[src/rtl/mul_div_unit_pkg.sv]
// Shared encodings for the iterative multiply/divide unit: FSM states and op selector.
package mul_div_unit_pkg;

    typedef enum logic [1:0] {
        ST_IDLE = 2'd0,
        ST_RUN  = 2'd1,
        ST_DONE = 2'd2
    } state_e;

    localparam logic OP_MULU = 1'b0;
    localparam logic OP_DIVU = 1'b1;

endpackage

[src/rtl/mul_div_unit_md_step.sv]
// One combinational iteration: shift-add for multiply, restoring compare-subtract-shift for divide.
module md_step
    import mul_div_unit_pkg::*;
#(
    parameter int WIDTH = 32
) (
    input  logic             op_div_i,
    input  logic [WIDTH-1:0] hi_i,       // product upper half / running remainder
    input  logic [WIDTH-1:0] lo_i,       // multiplier bits / dividend bits becoming quotient
    input  logic [WIDTH-1:0] operand_i,  // multiplicand / divisor
    output logic [WIDTH-1:0] hi_o,
    output logic [WIDTH-1:0] lo_o
);

    logic [WIDTH:0] sum;
    logic [WIDTH:0] shifted;
    logic [WIDTH:0] diff;

    always_comb begin
        sum     = {1'b0, hi_i} + (lo_i[0] ? {1'b0, operand_i} : '0);
        // Partial remainder needs WIDTH+1 bits: 2*rem+bit can reach 2*divisor-1.
        shifted = {hi_i, lo_i[WIDTH-1]};
        diff    = shifted - {1'b0, operand_i};
        hi_o    = '0;
        lo_o    = '0;
        if (op_div_i == OP_MULU) begin
            hi_o = sum[WIDTH:1];
            lo_o = {sum[0], lo_i[WIDTH-1:1]};
        end else if (diff[WIDTH]) begin
            hi_o = shifted[WIDTH-1:0];
            lo_o = {lo_i[WIDTH-2:0], 1'b0};
        end else begin
            hi_o = diff[WIDTH-1:0];
            lo_o = {lo_i[WIDTH-2:0], 1'b1};
        end
    end

endmodule

[src/rtl/mul_div_unit.sv]
// Iterative unsigned multiply/divide: one md_step per cycle for WIDTH cycles, result held until next start.
module mul_div_unit
    import mul_div_unit_pkg::*;
#(
    parameter int WIDTH = 32
) (
    input  logic             clk,
    input  logic             reset,
    input  logic             start,
    input  logic             op_div,
    input  logic [WIDTH-1:0] rs_val,
    input  logic [WIDTH-1:0] rt_val,
    output logic             busy,
    output logic             done,
    output logic [WIDTH-1:0] hi,
    output logic [WIDTH-1:0] lo,
    output logic             div_by_zero,
    output state_e           dbg_state
);

    localparam int CW = $clog2(WIDTH) + 1;

    state_e           state_q;
    logic [CW-1:0]    cnt_q;
    logic             op_q;
    logic [WIDTH-1:0] operand_q;
    logic [WIDTH-1:0] acc_hi_q;
    logic [WIDTH-1:0] acc_lo_q;
    logic [WIDTH-1:0] hi_q;
    logic [WIDTH-1:0] lo_q;
    logic             dbz_q;
    logic             busy_q;
    logic             done_q;
    logic [WIDTH-1:0] acc_hi_d;
    logic [WIDTH-1:0] acc_lo_d;

    md_step #(.WIDTH(WIDTH)) u_step (
        .op_div_i  (op_q),
        .hi_i      (acc_hi_q),
        .lo_i      (acc_lo_q),
        .operand_i (operand_q),
        .hi_o      (acc_hi_d),
        .lo_o      (acc_lo_d)
    );

    // Working accumulators are separate from hi/lo so results stay stable while iterating.
    always_ff @(posedge clk) begin
        if (reset) begin
            state_q   <= ST_IDLE;
            cnt_q     <= '0;
            op_q      <= OP_MULU;
            operand_q <= '0;
            acc_hi_q  <= '0;
            acc_lo_q  <= '0;
            hi_q      <= '0;
            lo_q      <= '0;
            dbz_q     <= 1'b0;
            busy_q    <= 1'b0;
            done_q    <= 1'b0;
        end else begin
            case (state_q)
                ST_IDLE: begin
                    done_q <= 1'b0;
                    if (start) begin
                        op_q      <= op_div;
                        operand_q <= rt_val;
                        acc_hi_q  <= '0;
                        acc_lo_q  <= rs_val;
                        cnt_q     <= '0;
                        dbz_q     <= 1'b0;
                        if (op_div == OP_DIVU && rt_val == '0) begin
                            state_q <= ST_DONE;
                            done_q  <= 1'b1;
                            hi_q    <= rs_val;
                            lo_q    <= '1;
                            dbz_q   <= 1'b1;
                        end else begin
                            state_q <= ST_RUN;
                            busy_q  <= 1'b1;
                        end
                    end
                end
                ST_RUN: begin
                    acc_hi_q <= acc_hi_d;
                    acc_lo_q <= acc_lo_d;
                    if (cnt_q == CW'(WIDTH - 1)) begin
                        state_q <= ST_DONE;
                        busy_q  <= 1'b0;
                        done_q  <= 1'b1;
                        hi_q    <= acc_hi_d;
                        lo_q    <= acc_lo_d;
                    end else begin
                        cnt_q <= cnt_q + 1'b1;
                    end
                end
                ST_DONE: begin
                    state_q <= ST_IDLE;
                    done_q  <= 1'b0;
                end
                default: begin
                    state_q <= ST_IDLE;
                    busy_q  <= 1'b0;
                    done_q  <= 1'b0;
                end
            endcase
        end
    end

    assign busy        = busy_q;
    assign done        = done_q;
    assign hi          = hi_q;
    assign lo          = lo_q;
    assign div_by_zero = dbz_q;
    assign dbg_state   = state_q;

endmodule

[config.mk]
export PLATFORM = sky130hd
export DESIGN_NAME = mul_div_unit
export DESIGN_NICKNAME = d
export VERILOG_FILES = /design/src/rtl/mul_div_unit_pkg.sv /design/src/rtl/mul_div_unit_md_step.sv /design/src/rtl/mul_div_unit.sv
export SDC_FILE = /design/constraint.sdc
export NUM_CORES = 1
export LEC_CHECK = 0
export BUFFER_PORTS_ARGS = -buffer_cell sky130_fd_sc_hd__clkbuf_2
export CAP_MARGIN = 20
export CORE_ASPECT_RATIO = 2
export CORE_MARGIN = 8
export CORE_UTILIZATION = 50
export DETAILED_ROUTE_END_ITERATION = 16
export PLACE_DENSITY = 0.68
export SLEW_MARGIN = 20
export SYNTH_ARGS = -nofsm -noshare
export SYNTH_HDL_FRONTEND = slang
export SYNTH_SLANG_ARGS = --single-unit
[constraint.sdc]
create_clock -name clk -period 8.5 [get_ports clk]
set_input_delay 1.275 -clock clk [delete_from_list [all_inputs] [get_ports clk]]
set_output_delay 1.275 -clock clk [all_outputs]
set_load 0.1 [all_outputs]
==> results by group <==
Run status
  • Status: completed

Die
  • Die width: 123 µm
  • Die area: between 0.02 and 0.03 mm²
  • CORE AREA: 0.0226 mm²
  • Die H: about 230 µm
  • Num rows: 78
  • # IOs: 137
  • Initial Util: 0.508

Routing
  • Post-DR wirelength/cell: ~21 µm
  • WL final: 38,400 µm
  • Remaining routing DRC violations: 0
  • Detailed Routing Iterations Pass 1: 6
  • Post-DR vias/cell: 6.17
  • Via count: 11,523
  • First-iteration detailed-routing DRC count: 929
  • Antenna viol nets, final: 0

Critical path
  • Buffers and inverters on the worst path: 3
  • Crit path max-delay family: compound AO/OA/AOI/OAI gates
  • Critical-path cell list: inv_1 > ha_1 > inv_1 > fa_1 > a211oi_1 > o211a_1 > o41a_1 > a211oi_4 > nor3_2 > buf_4 > nor2_4 > a211oi_1 > or4_1 > o21ai_0
  • Slowest-stage cell, CP: nor2_4
  • Startpoint types: flip-flop
  • Critical path class: flip-flop to flip-flop
  • Critical Path End Type: flip-flop
  • Max FO, Critical Path: 30
  • Worst Path Required: 8.88 ns
  • Arrival time worst endpoint: 4.54 ns
  • CP peak stage delay: 0.72 ns

Logic synthesis
  • Most frequent cell after synthesis: nand2_1
  • Netlist Area Pre-Place: roughly 0.011 mm²
  • Flops & latches, synth: 172
  • Post-synthesis xor/xnor area fraction: 0.0388
  • YS warnings: 0
  • Post-Synthesis Cells: approximately 1,500
  • Area share of fa/ha/maj cells after synthesis: 0.0742
  • EDFF count, synth: 0
  • Compound-Gate Fraction of Synth Area: 0.294
  • Post-synth top area share: 0.299
  • Primary FF master, synth: dfxtp_1
  • Yosys top cell by area: dfxtp_1
  • Post-Synthesis Net Count: 1,652
  • Main area contributors after synthesis: dfxtp_1 30%, ha_1 7.1%, a21oi_1 6.9%, nand2_1 6.8%, nor2_1 4.3%
  • Mux share of post-synthesis cell area: 0.0225
  • Largest family of logic cells by synthesized area: compound AO/OA/AOI/OAI gates
  • Post-synthesis sequential area ratio: 0.299
  • Async set or reset register ratio after synthesis: 0
  • Yosys cell types: 75
  • Synth top cells by count: 208 x nand2_1, 172 x dfxtp_1, 158 x a21oi_1
  • Share of synthesized cell area in and, or, nand and nor gates: 0.217
  • Avg Cell Area, Syn: about 7.6 µm²

Global routing
  • Vias in the first global route: 11,208
  • Largest net degree at the start of global routing: 97
  • Grt total ovfl: 0
  • Total track usage: 0.268
  • First-pass GRT wire length: about 60,000 µm
  • Initial antenna violation count: 0

Finish
  • NumNets Final: ~1,700
  • Ant. Diodes: 0
  • Share of layout cells above drive strength 1: 0.136
  • Design Area, Final: 0.0128 mm²
  • Area grow syn2layout: 11.4%

Timing
  • Final Worst Setup Slack: 4.35 ns
  • Endpoints failing setup: 0
  • Post-Route Setup TNS: 0 ns
  • RSZ-0062 raised after global routing: no
  • Crit path time final: about 4.2 ns
  • Final Skew: 0.00914 ns
  • F_max: 0.241 GHz
  • Max-slew violations: 0
  • Final hold vios: 0
  • Slew margin rel.: 0.265
  • Worst slew pin tran: ~1.1 ns
  • Fin crit share: 0.488

Placed design
  • Area after DPL: 0.0122 mm²
  • Port Buffers: 136
  • GP Congestion: ~0.96
  • Final HPWL DP: between 20,000 and 30,000 µm
  • Placement Setup Slack: 3.92 ns

Clocking
  • CTS buffer count: 17
  • Post-CTS Setup Bufs: 0
  • Post-CTS Resized: 0
  • Cts hold-fix bufs: 0
  • Clk Latency, worst-skew pair: 0.46 ns
  • Clock Path Buffers: 2
  • CTS H-tree depth: 4
  • Reg clk slew, reported paths: 0.07 ns
  • Sink Count: between 150 and 200
  • Clock root buffer: clkbuf_16
  • CTS tree: done

Run
  • Max-cap viol count: 0

Power and ir drop
  • Power per cell area: about 190 mW/mm²
  • Static leakage: 5.18 nW
  • Max VDD drop: between 0.2 and 0.3 mV

Min path
  • Worst Hold Class: flip-flop to flip-flop
-- layer usage --
layer | GRT usage | share of wire
met5 | 0 | 0
met2 | 0.486 | 0.52
met3 | 0.0352 | 0.049
met4 | 0.113 | 0.032
met1 | 0.300 | 0.39
-- metrics by stage --
step           hold slack [ns]  power, mW  std cells   util
2_1_floorplan            0.445       1.45       1517      -
3_3_place_gp             0.462       1.62       1838  0.540
3_5_place_dp             0.463       1.63       1838  0.540
4_1_cts                  0.471       2.42       1869  0.566
5_1_grt                  0.492       2.51       1869  0.566
6_report                 0.473       2.42       1869  0.566
-- final timing paths --
path                            slack (ns)  cells past startpoint     startpoint             to
worst max-delay path                  4.35                     14   acc_lo_q[31]         hi[27]
worst min-delay path                  0.47                      2  operand_q[11]  operand_q[11]
worst max register to register        4.35                     14   acc_lo_q[31]         hi[27]
worst min register to register        0.47                      2  operand_q[11]  operand_q[11]
-- tightest hold or removal path, delay by kind of cell (launching register included) --
| family | cells | cell delay (ns) |
|---|---|---|
| AOI/OAI and AO/OA | 1 | 0.05 |
| DFF | 1 | 0.32 |
| and+or+nand+nor | 1 | 0.05 |
-- cells by family after synthesis --
| logic type | count (synthesis) |
|---|---|
| xor+xnor | 51 |
| flops | 172 |
| compound gates | 502 |
| mux | 25 |
| simple gates | 539 |
| buf+inv | 161 |
| fa+ha+maj | 67 |
-- report_power, final --
part	internal [mW]	leakage [nW]	switching, mW	total (mW)
Sequential	0.857	1.41	0.0470	0.904
Combinational	0.205	3.50	0.507	0.712
Clock	0.443	0.275	0.359	0.802
Total	1.50	5.18	0.913	2.42
-- registers in the layout, summed over array words and instances (netlist names) --
signal and flops:
cnt_q 6, operand_q 32, div_by_zero 1, acc_hi_q 32, done 1, hi 32
dbg_state 2, acc_lo_q 32, busy 1, lo 32, op_q 1
-- cell type report --
type / count / area [µm²]
inverter: 53 / 199
clock inverter: 11 / 134
timing repair buffer: 149 / 781
fill: 2260 / 9830
multi-input combinational: 1184 / 7450
sequential: 172 / 3450
clock buffer: 20 / 447
tap: 280 / 350
-- cells in the final DEF, fill, tap and decap left out, drive strengths merged, types with 7 or more instances in the layout --
cell    Yosys  layout
nor3       35      35
o211ai     16      16
nor2b       9       9
o21bai     10      10
nor4       14      14
and2       57      57
and3        8       8
a31o        7       7
a31oi      20      20
buf        20      14
nand4      16      16
or3        14      14
clkbuf     88     155
a21oi     158     158
dfxtp     172     172
xor2       23      23
o21a       15      15
a221oi     16      16
nand3      22      22
xnor2      28      28
inv        53      57
ha         65      65
nand2     209     209
a311oi     39      39
mux2i      21      21
o21ai      64      64
a211oi     69      69
nor2      134     134
a21o       28      28
No activity file was read; power rests on OpenSTA's default activity.
